### src/rtl/ahb2aqu_n_pkg.sv
// Shared definitions for the AHB-Lite to Aquarius chip-enable bridge:
// AHB transfer/response codes, the bridge state enum and the byte-lane helper.
package ahb2aqu_n_pkg;

    // AHB HTRANS encodings
    localparam logic [1:0] AHB_IDLE   = 2'b00;
    localparam logic [1:0] AHB_BUSY   = 2'b01;
    localparam logic [1:0] AHB_NONSEQ = 2'b10;
    localparam logic [1:0] AHB_SEQ    = 2'b11;

    // AHB HRESP encodings
    localparam logic [1:0] AHB_OKAY  = 2'b00;
    localparam logic [1:0] AHB_ERROR = 2'b01;

    typedef enum logic [1:0] {
        AQUN_IDLE   = 2'd0,
        AQUN_ACCESS = 2'd1,
        AQUN_ERR1   = 2'd2,
        AQUN_ERR2   = 2'd3
    } aqun_st_t;

    // Big-endian byte lanes: sel[3] is byte address 0. Oversized transfers
    // produce no lanes; the decoder flags them as unmapped.
    function automatic logic [3:0] aqun_sel(input logic [2:0] size, input logic [1:0] a);
        logic [3:0] lanes;
        case (size)
            3'd0:    lanes = 4'b1000 >> a;
            3'd1:    lanes = a[1] ? 4'b0011 : 4'b1100;
            3'd2:    lanes = 4'b1111;
            default: lanes = 4'b0000;
        endcase
        return lanes;
    endfunction

endpackage

### src/rtl/ahb2aqu_n_decode.sv
// Combinational address decoder: haddr/hsize -> one-hot channel enable,
// byte lanes and an unmapped flag (channel out of range or bad size).
module aqun_decode
    import ahb2aqu_n_pkg::*;
#(
    parameter int NCE     = 4,
    parameter int DEC_LSB = 8,
    parameter int DEC_W   = 8
) (
    input  logic [31:0]    haddr,
    input  logic [2:0]     hsize,
    output logic [NCE-1:0] ce,
    output logic [3:0]     sel,
    output logic           unmapped
);

    logic [DEC_W-1:0] field;
    logic [NCE-1:0]   hit;
    logic             size_ok;
    logic             unused_haddr;

    assign field        = haddr[DEC_LSB +: DEC_W];
    assign size_ok      = (hsize <= 3'd2);
    // Only the decode field and the low two bits matter here.
    assign unused_haddr = ^haddr;

    genvar gi;
    generate
        for (gi = 0; gi < NCE; gi++) begin : g_hit
            assign hit[gi] = (32'(field) == gi);
        end
    endgenerate

    assign ce       = size_ok ? hit : '0;
    assign sel      = aqun_sel(hsize, haddr[1:0]);
    assign unmapped = ~size_ok | ~(|hit);

endmodule

### src/rtl/ahb2aqu_n.sv
// AHB-Lite slave bridge fanning one AHB port out to NCE chip-enable channels
// with per-channel wait states (ack) and a two-cycle ERROR for unmapped
// addresses. Define AHB2AQU_TMO_EN to add a watchdog that aborts an access
// left without ack for TMO cycles.
module ahb2aqu_n
    import ahb2aqu_n_pkg::*;
#(
    parameter int NCE     = 4,
    parameter int DEC_LSB = 8,
    parameter int DEC_W   = 8,
    parameter int TMO     = 64
) (
    input  logic              clk,
    input  logic              rst,
    input  logic              hsel,
    input  logic [31:0]       haddr,
    input  logic [1:0]        htrans,
    input  logic              hwrite,
    input  logic [2:0]        hsize,
    input  logic [31:0]       hwdata,
    input  logic              hready_in,
    output logic [31:0]       hrdata,
    output logic              hready_out,
    output logic [1:0]        hresp,
    output logic [NCE-1:0]    ce,
    output logic              stb,
    output logic [31:0]       adr,
    output logic              we,
    output logic [31:0]       wdata,
    output logic [3:0]        sel,
    input  logic [NCE*32-1:0] rdata,
    input  logic [NCE-1:0]    ack
);

    aqun_st_t       state_reg, state_next;
    logic [NCE-1:0] ce_reg, ce_next;
    logic           stb_reg, stb_next;
    logic [31:0]    adr_reg, adr_next;
    logic           we_reg, we_next;
    logic [3:0]     sel_reg, sel_next;

    logic [NCE-1:0] dec_ce;
    logic [3:0]     dec_sel;
    logic           dec_unmapped;
    logic           valid;
    logic           ack_hit;
    logic           capture;
    logic           start_access;
    logic [NCE-1:0][31:0] rd_gated;
    logic [31:0]    rd_or;

`ifdef AHB2AQU_TMO_EN
    localparam int CW = (TMO > 1) ? $clog2(TMO) : 1;
    localparam logic [CW-1:0] CNT_MAX = CW'(TMO - 1);
    logic [CW-1:0]  cnt_reg, cnt_next;
`else
    logic           unused_tmo;
    assign unused_tmo = (TMO > 0);
`endif

    aqun_decode #(
        .NCE     (NCE),
        .DEC_LSB (DEC_LSB),
        .DEC_W   (DEC_W)
    ) u_decode (
        .haddr    (haddr),
        .hsize    (hsize),
        .ce       (dec_ce),
        .sel      (dec_sel),
        .unmapped (dec_unmapped)
    );

    assign valid   = hsel & ((htrans == AHB_NONSEQ) | (htrans == AHB_SEQ)) & hready_in;
    // Acks from channels other than the active one have no effect.
    assign ack_hit = |(ce_reg & ack);

    genvar gi;
    generate
        for (gi = 0; gi < NCE; gi++) begin : g_rd
            assign rd_gated[gi] = ce_reg[gi] ? rdata[gi*32 +: 32] : 32'd0;
        end
    endgenerate

    // OR-combine the gated channel read data (at most one channel enabled)
    always_comb begin
        rd_or = '0;
        for (int i = 0; i < NCE; i++) begin
            rd_or = rd_or | rd_gated[i];
        end
    end

    // Next-state, latched-field updates and AHB response outputs
    always_comb begin
        state_next   = state_reg;
        ce_next      = ce_reg;
        stb_next     = stb_reg;
        adr_next     = adr_reg;
        we_next      = we_reg;
        sel_next     = sel_reg;
        hready_out   = 1'b1;
        hresp        = AHB_OKAY;
        capture      = 1'b0;
        start_access = 1'b0;
`ifdef AHB2AQU_TMO_EN
        cnt_next     = cnt_reg;
`endif
        case (state_reg)
            AQUN_IDLE: begin
                capture = 1'b1;
            end
            AQUN_ACCESS: begin
                hready_out = ack_hit;
                if (ack_hit) begin
                    capture = 1'b1;
                end else begin
`ifdef AHB2AQU_TMO_EN
                    cnt_next = cnt_reg + 1'b1;
                    if (cnt_reg == CNT_MAX) begin
                        state_next = AQUN_ERR1;
                        stb_next   = 1'b0;
                        ce_next    = '0;
                    end
`endif
                end
            end
            AQUN_ERR1: begin
                hresp      = AHB_ERROR;
                hready_out = 1'b0;
                state_next = AQUN_ERR2;
            end
            AQUN_ERR2: begin
                // The master cancels whatever it presents here.
                hresp      = AHB_ERROR;
                state_next = AQUN_IDLE;
            end
            default: begin
                state_next = AQUN_IDLE;
            end
        endcase

        // Address-phase capture: from IDLE, or at the end of an acked access
        if (capture) begin
            if (valid && !dec_unmapped) begin
                start_access = 1'b1;
                state_next   = AQUN_ACCESS;
                ce_next      = dec_ce;
                stb_next     = 1'b1;
                adr_next     = haddr;
                we_next      = hwrite;
                sel_next     = dec_sel;
            end else if (valid) begin
                state_next = AQUN_ERR1;
                stb_next   = 1'b0;
                ce_next    = '0;
            end else begin
                state_next = AQUN_IDLE;
                stb_next   = 1'b0;
                ce_next    = '0;
            end
        end
`ifdef AHB2AQU_TMO_EN
        if (start_access) begin
            cnt_next = '0;
        end
`endif
    end

    // State and latched-field registers with synchronous reset
    always_ff @(posedge clk) begin
        if (rst) begin
            state_reg <= AQUN_IDLE;
            ce_reg    <= '0;
            stb_reg   <= 1'b0;
            adr_reg   <= '0;
            we_reg    <= 1'b0;
            sel_reg   <= '0;
`ifdef AHB2AQU_TMO_EN
            cnt_reg   <= '0;
`endif
        end else begin
            state_reg <= state_next;
            ce_reg    <= ce_next;
            stb_reg   <= stb_next;
            adr_reg   <= adr_next;
            we_reg    <= we_next;
            sel_reg   <= sel_next;
`ifdef AHB2AQU_TMO_EN
            cnt_reg   <= cnt_next;
`endif
        end
    end

    assign hrdata = (state_reg == AQUN_ACCESS) ? rd_or : 32'd0;
    assign ce     = ce_reg;
    assign stb    = stb_reg;
    assign adr    = adr_reg;
    assign we     = we_reg;
    assign sel    = sel_reg;
    assign wdata  = hwdata;

endmodule

### config.mk
export PLATFORM = sky130hd
export DESIGN_NAME = ahb2aqu_n
export DESIGN_NICKNAME = d
export VERILOG_FILES = /design/src/rtl/ahb2aqu_n_pkg.sv /design/src/rtl/ahb2aqu_n_decode.sv /design/src/rtl/ahb2aqu_n.sv
export SDC_FILE = /design/constraint.sdc
export NUM_CORES = 1
export LEC_CHECK = 0
export ABC_AREA = 1
export CORE_AREA = 5 5 119 121
export DETAILED_ROUTE_END_ITERATION = 10
export DIE_AREA = 0 0 124 126
export GPL_ROUTABILITY_DRIVEN = 0
export PLACE_DENSITY = 0.65
export SLEW_MARGIN = 10
export SYNTH_ARGS = -nofsm -noshare
export SYNTH_HDL_FRONTEND = slang
export SYNTH_SLANG_ARGS = --single-unit
### constraint.sdc
create_clock -name clk -period 1.6 [get_ports clk]
set_input_delay 0.16 -clock clk [delete_from_list [all_inputs] [get_ports clk]]
set_output_delay 0.16 -clock clk [all_outputs]
set_load 0.005 [all_outputs]
==> metrics.txt, run 1 <==
outcome completed; vias post-DR 4,183; CTS clk-pin slew, worst paths 60 ps; FF+latch count, synth 44; multi-input logic area 1821 sq um; cts hold-fix bufs 0; dpl ws -224.1 ps; Clock Latency Late Sink 280 ps; Synth top area share 29.58%; slowest CP cell dfxtp_2; gr usage total 18.72%; pwr dens 439.6 nW/um^2; Worst Path Required 1440 ps; library cells used by synthesis 23; # port buffers 248; endpoints failing hold 0; Mapped Area 2978 sq um; CP Launch Type flop; die area 15,620 sq um; maxcap violations 0; Crit path buffers/inverters 5; DR pass1 iterations 4; critical path class reg2out; Final Util 47.60%; row cnt 42; Die W 124 um; Slew Limit Fails 0; crit path max fanout 7; commonest cells after routing, fill and taps aside clkdlybuf4s50_1 (213), nand2_1 (183), dfxtp_1 (39), nand3_1 (38), a21oi_1 (34); Crit path largest cell delay 320 ps; peak supply drop 388.4 uV; fillcell total 1,293; post-synth top area cell dfxtp_1; CP top delay family buffers and inverters; Final HPWL DP 12,100 um; Setup violations, final 0; H-Tree Depth 2; CTS buffer count 5; worst hold path class in2out; Layout area overhead 107.5%; Final ANT Viol Nets 0; total wire length 15,880 um; pin count of the biggest net entering global routing 40; IO Pins 315; layout cells sized above 1 19.32%; first-pass GRT wire length 23,220 um; clock sinks 44; Syn Nets 678; First DRT Iteration DRCs 169; cell count after synthesis 468; CTS tree built; fin crit share 98.84%; post-DR wirelength/cell 17.92 um; register area share after synthesis 29.58%; hold_ws 320.0 ps; Setup WS post-layout 18.57 ps; Clock Skew 4.158 ps; FF+latch area 889.6 sq um; Final nets 919; worst-path cell chain inv_2, ha_4, inv_6, buf_16, buf_6, a41oi_2, buf_2; top cells by area, synth dfxtp_1 (30%), nand2_1 (23%), a41oi_1 (9.4%), buf_4 (9.3%), a21oi_1 (6.9%); initial antenna violation count 1; mean post-synth cell area 6.363 sq um; Sum Neg Setup Slack 0 ps; Largest register FFs 32; leading cell type in the layout, fill and taps excluded clkdlybuf4s50_1; clk buf depth 2; CP Capture Type output pin; core area 12,980 sq um; Final Critical Period 1581 ps; number of global-route vias before repair 4,353; Tot Pwr 0.002716 W; f_max 632.3 MHz; drt via density 4.721; die height 126 um; Residual DRC 0; RSZ-0062 raised after global routing yes; Initial Util 22.94%; Worst EP arrival 1420 ps; warnings from Yosys 0; total global routing overflow 0; Root Driver clkbuf_16; Leak 2.176 nW
-- layer usage --
metal | share of wire, % | track usage, % | vias up | routed length [um]
li1 | - | - | 2008 | -
met3 | 11 | 5.336 | 37 | 1685
met2 | 48 | 32.71 | 229 | 7653
met5 | 0 | 0 | - | 0
met4 | 3.8 | 7.345 | 0 | 597
met1 | 37 | 21.26 | 1909 | 5939
-- per-stage QoR --
stage | instance area, sq um | cells
2_1_floorplan | 2978 | 468
3_3_place_gp | 5672 | 861
6_report | 6178 | 886
3_5_place_dp | 5672 | 861
5_1_grt | 6178 | 886
4_1_cts | 6010 | 882
-- synth_stat cells --
master,count
a21o_1,1
a21oi_1,41
a41oi_1,32
buf_1,2
buf_2,8
buf_4,37
buf_6,1
clkbuf_1,20
conb_1,1
dfxtp_1,44
ha_1,4
inv_1,14
nand2_1,186
nand2_2,2
nand3_1,41
nand3b_1,3
nand4_1,2
nor2_1,21
nor2_2,1
nor3_1,4
nor3_4,1
o21ai_0,1
o21ai_2,1
-- where the power goes --
group,total [W],internal [W],switching (W)
combinational,0.000555,0.000409,0.000147
clock,0.00107,0.000655,0.000410
sequential,0.00110,0.00109,0.000000796
total,0.00272,0.00216,0.000557
-- layout make-up --
| type | count | area share (%) |
|---|---|---|
| Timing Repair Buffer | 302 | 49.09 |
| Multi-Input combinational cell | 342 | 29.47 |
| Sequential cell | 44 | 14.40 |
| Tap cell | 176 | 3.564 |
| Clock buffer | 7 | 2.471 |
| Inverter | 14 | 0.9721 |
| Antenna cell | 1 | 0.04050 |
-- final timing paths --
check | cells after the start | end | slack, ps | startpoint
setup / recovery | 7 | hrdata[6] | 20 | state_reg[1]
hold / removal | 0 | wdata[14] | 320 | hwdata[14]
setup reg to reg | 9 | ce[2] | 100 | ce[0]
hold reg to reg | 2 | adr[10] | 430 | adr[10]
-- cell families (layout without fill, tap and decap cells) --
logic type / Yosys count / in the layout / synth area share, %
AND/OR/NAND/NOR: 261 / 261 / 36.01
flip-flops: 44 / 44 / 29.58
AO/OA/AOI/OAI: 76 / 76 / 17.02
other: 1 / 2 / 0.1259
buffers and inverters: 82 / 323 / 15.59
adder cells (fa/ha/maj): 4 / 4 / 1.681
-- timing repair --
action | CTS | global route
setup buffers | 10 | 2
pin swaps | 3 | 4
endpoints found under the setup margin | 72 | 50
cloned | 4 | 2
resized for setup | 167 | 31
Note: power is estimated with default switching activity, not from simulation.
==> run 2: changes to the inputs <==
--- a/config.mk
+++ b/config.mk
@@ -6,11 +6,11 @@
 export NUM_CORES = 1
 export LEC_CHECK = 0
 export ABC_AREA = 1
-export CORE_AREA = 5 5 119 121
+export CORE_AREA = 2 2 123 125
 export DETAILED_ROUTE_END_ITERATION = 10
-export DIE_AREA = 0 0 124 126
+export DIE_AREA = 0 0 125 127
 export GPL_ROUTABILITY_DRIVEN = 0
-export PLACE_DENSITY = 0.65
+export PLACE_DENSITY = 0.58
 export SLEW_MARGIN = 10
 export SYNTH_ARGS = -nofsm -noshare
 export SYNTH_HDL_FRONTEND = slang
==> run 2 against run 1 <==
- sequential power barely moved
- count of clock-buffer cells in the layout is 2 lower
- critical path depth decreased by 5
- maximum frequency rose by 1.9%
- worst hold slack about the same
- first-iteration DRC count grew 3.6%
- largest power group is now clock
- clock skew grew 2.4 ps
- critical endpoint is now ce[2]
==> metrics.txt, run 2 (synthesis gave the netlist of run 1 again) <==
drt via density 4.649; Final nets 914; Final HPWL DP 10,830 um; DP Cell Count 858; Final Non-Filler Cells 889; die height 127 um; first-pass GRT wire length 21,720 um; # port buffers 248; Crit path largest cell delay 520 ps; CP Capture Type output pin; commonest cells after routing, fill and taps aside clkdlybuf4s50_1 (214), nand2_1 (185), nand3_1 (41), dfxtp_1 (40), a21oi_1 (39); maxcap violations 0; Leak 2.136 nW; clk buf depth 2; outcome completed; fin crit share 96.97%; hold_ws 320.0 ps; die area 15,880 sq um; Worst EP arrival 1390 ps; Clock Skew 6.570 ps; CTS tree built; worst hold path class in2out; Slew Limit Fails 0; First DRT Iteration DRCs 175; Final ANT Viol Nets 0; initial antenna violation count 1; fillcell total 1,467; leading cell type in the layout, fill and taps excluded clkdlybuf4s50_1; row cnt 44; crit path max fanout 17; total wire length 15,400 um; Die W 125 um; Crit path buffers/inverters 2; total global routing overflow 0; CTS clk-pin slew, worst paths 60 ps; Setup violations, final 0; post-DR wirelength/cell 17.32 um; Residual DRC 0; Root Driver clkbuf_16; number of global-route vias before repair 4,144; H-Tree Depth 2; clock sinks 44; slowest CP cell clkdlybuf4s50_1; layout cells sized above 1 17.61%; peak supply drop 500.8 uV; IO Pins 315; worst-path cell chain buf_16, clkdlybuf4s50_1; DR pass1 iterations 4; core area 14,420 sq um; endpoints failing hold 0; Worst Path Required 1440 ps; gr usage total 16.73%; Final Util 42.76%; f_max 644.5 MHz; CP Launch Type flop; Largest register FFs 32; pwr dens 480.3 nW/um^2; Initial Util 20.65%; vias post-DR 4,133; CTS buffer count 5; Final Critical Period 1552 ps; CP top delay family buffers and inverters; Layout area overhead 107.1%; Clock Latency Late Sink 290 ps; critical path class reg2out; pin count of the biggest net entering global routing 36
## run 2: cell count changes in the layout (fill, tap and decap cells not counted), sizes merged
cell           before  now
buf                84   66
bufbuf              1    0
bufinv              0    2
clkbuf              9   21
clkdlybuf4s15       1    0
clkdlybuf4s50     213  214
dlygate4sd2         0    1
dlymetal6s2s        1    0
## run 2: report_power, final
| group | internal, W | switching [W] |
|---|---|---|
| logic | 0.000407 | 0.000146 |
| registers | 0.00109 | 0.000000780 |
| clock network | 0.000886 | 0.000431 |
| total | 0.00238 | 0.000578 |
## run 2: layer usage
layer	GRT usage (%)	up-vias	share of wire, %
li1	-	1997	-
met4	5.033	0	2.5
met5	0	-	0
met3	4.983	28	8.2
met2	30.37	240	50
met1	18.95	1868	39
## run 2: worst register-to-register path, delay by kind of cell (launching register included)
family | cells | cell delay [ps]
AOI/OAI and AO/OA | 2 | 260
and+or+nand+nor | 5 | 400
DFF | 1 | 320
buffers and inverters | 3 | 480
## run 2: path summary, 6_finish.rpt
kind	startpoint	endpoint	slack [ps]	cells past startpoint
hold reg to reg	adr[12]	adr[12]	440	2
hold / removal	hwdata[21]	wdata[21]	320	0
setup / recovery	ce[2]	ce[2]	50	2
setup reg to reg	ce[3]	adr[27]	70	10
## run 2: through the flow
stage	power, W	instance area (sq um)	setup TNS [ps]	setup slack (ps)
after global routing	0.003079	6167	-9.303	-4.827
after CTS	0.002984	5862	-1647	-85.63
after global placement	0.001659	5549	-4732	-103.8
after detailed placement	0.001664	5549	-6169	-160.5
after floorplan	0.001250	2978	0	252.3
final	0.002962	6167	0	48.46
## run 2: area by class of cell
type,count,area (sq um),area share [%]
repair buffers,297,2968,48.12
multi-input cells,342,1833,29.72
flip-flops and latches,44,893.4,14.49
well taps,184,230.2,3.733
clock buffers,5,125.1,2.029
clock inverters,2,60.06,0.9738
inverters,14,55.05,0.8927
diodes,1,2.502,0.04058
## run 2: repair_timing
item | in CTS | in global routing
setup endpoints to repair | 53 | 75
gates cloned | 2 | 7
gates resized for setup | 101 | 75
setup buffers | 1 | 13
hold buffers | 0 | 0
pin swaps | 1 | 6
==> run 3: changes to the inputs <==
--- a/config.mk
+++ b/config.mk
@@ -9,7 +9,6 @@
 export CORE_AREA = 2 2 123 125
 export DETAILED_ROUTE_END_ITERATION = 10
 export DIE_AREA = 0 0 125 127
-export GPL_ROUTABILITY_DRIVEN = 0
 export PLACE_DENSITY = 0.58
 export SLEW_MARGIN = 10
 export SYNTH_ARGS = -nofsm -noshare
==> run 3 against run 2 <==
- core utilization decreased by 0.63 points
- final area decreased by 1.5%
- critical path depth up 4
- sequential share of layout area up 0.26 points
- clock skew shrank 1.6 ps
- largest power group is now registers
- highest routed layer unchanged
==> metrics.txt, run 3 (synthesis gave the netlist of run 1 again) <==
outcome completed; die height 127 um; core area 14,420 sq um; multi-input logic area 1783 sq um; post-DR wirelength/cell 17.32 um; leading cell type in the layout, fill and taps excluded clkdlybuf4s50_1; CTS clk-pin slew, worst paths 60 ps; Combinational Power Share 20.8%; final instance area 6076 sq um; clock sinks 44; total global routing overflow 0; Setup violations, final 0; # port buffers 248; Final HPWL DP 11,240 um; Initial Util 20.65%; row cnt 44; gr usage total 17.58%; Worst Path Required 1440 ps; vias post-DR 4,141; clock network power share 37.9%; CP Launch Type flop; fin crit share 96.87%; worst hold path class in2out; RSZ-0062 raised after global routing yes; hold_ws 320.0 ps; Slew Limit Fails 0; Leak 2.150 nW; Clock Latency Late Sink 290 ps; Worst EP arrival 1390 ps; layout cells sized above 1 17.99%; Flop pwr share 41.3%; Placed Area 5612 sq um; Final Critical Period 1550 ps; maxcap violations 0; Die W 125 um; clk buf depth 2; CP Capture Type output pin; pwr dens 435.4 nW/um^2; Layout area overhead 104.0%; endpoints failing hold 0; Sw Share 21.46%; internal power 0.002078 W; critical path class reg2out; commonest cells after routing, fill and taps aside clkdlybuf4s50_1 (213), nand2_1 (180), nand3_1 (40), dfxtp_1 (38), a21oi_1 (34); die area 15,880 sq um; f_max 645.2 MHz; pin count of the biggest net entering global routing 34; DR pass1 iterations 4; fillcell total 1,477; peak supply drop 475.3 uV; Largest register FFs 32; Final nets 915; number of global-route vias before repair 4,020; crit path max fanout 16; FF+latch area 895.9 sq um; Residual DRC 0; Clock Skew 4.963 ps; CTS tree built; IO Pins 315; initial antenna violation count 1; CTS buffer count 5; first-pass GRT wire length 22,380 um; total wire length 15,440 um; drt via density 4.648; H-Tree Depth 2; First DRT Iteration DRCs 164; Final ANT Viol Nets 0; routability-driven placement congestion ratio 0.8806; Root Driver clkbuf_16; net switching power 0.0005679 W
-- run 3: changes by cell type in the layout (fill, tap and decap cells not counted), sizes merged --
cell	change
clkdlybuf4s50	-1
dlygate4sd2	-1
bufinv	-2
clkbuf	-8
buf	+10
dlymetal6s2s	+1
bufbuf	+2
clkinv	+1
-- run 3: final timing paths --
check | start | to | slack, ps | depth (start not counted)
worst max-delay path | state_reg[1] | hrdata[19] | 50 | 6
worst min-delay path | hwdata[21] | wdata[21] | 320 | 0
worst max register to register | ce[0] | adr[0] | 70 | 9
worst min register to register | adr[10] | adr[10] | 440 | 2
-- run 3: worst max-delay path, cell delays in order, from the launching register on --
cell	delay (ps)
dfxtp_2	320
inv_2	70
ha_4	130
inv_2	70
buf_16	160
a41oi_1	200
buf_2	150
-- run 3: repair_timing --
action	4_1_cts	5_1_grt
hold buffers	0	0
setup buffers	7	5
resized for setup	150	28
setup endpoints to repair	70	46
pin swaps	3	7
gates cloned	3	5
-- run 3: per-stage QoR --
stage	setup TNS [ps]	cells	util, %	worst slack, ps	total power [W]
floorplan	0	468	-	252.3	0.001250
global route	-35.76	891	42.12	-11.92	0.002766
finish	0	891	42.12	50.10	0.002646
global placement	-6341	863	38.91	-130.0	0.001656
CTS	0	881	40.41	4.446	0.002680
detailed placement	-8672	863	38.91	-180.0	0.001659
-- run 3: layer usage --
metal  up-vias  track usage [%]  routed length [um]
met4         0            4.118                 266
met2       225            31.52                7806
met3        21            4.816                1179
met5         -                0                   0
li1       1997                -                   -
met1      1898            20.96                6184
-- run 3: area by class of cell --
cell class              count  share of cell area [%]
well taps                 184                   3.789
flip-flops and latches     44                   14.74
diodes                      1                 0.04119
clock buffers               7                   2.183
clock inverters             1                  0.1442
inverters                  14                  0.8649
multi-input cells         342                   29.35
repair buffers            298                   48.89
-- run 3: power by group through the flow --
stage / logic [W] / registers [W] / clock network [W]
5_1_grt: 0.000585 / 0.00109 / 0.00109
3_3_place_gp: 0.000534 / 0.00112 / 0
4_1_cts: 0.000545 / 0.00109 / 0.00104
6_report: 0.000550 / 0.00109 / 0.00100
3_5_place_dp: 0.000537 / 0.00112 / 0
2_1_floorplan: 0.000128 / 0.00112 / 0
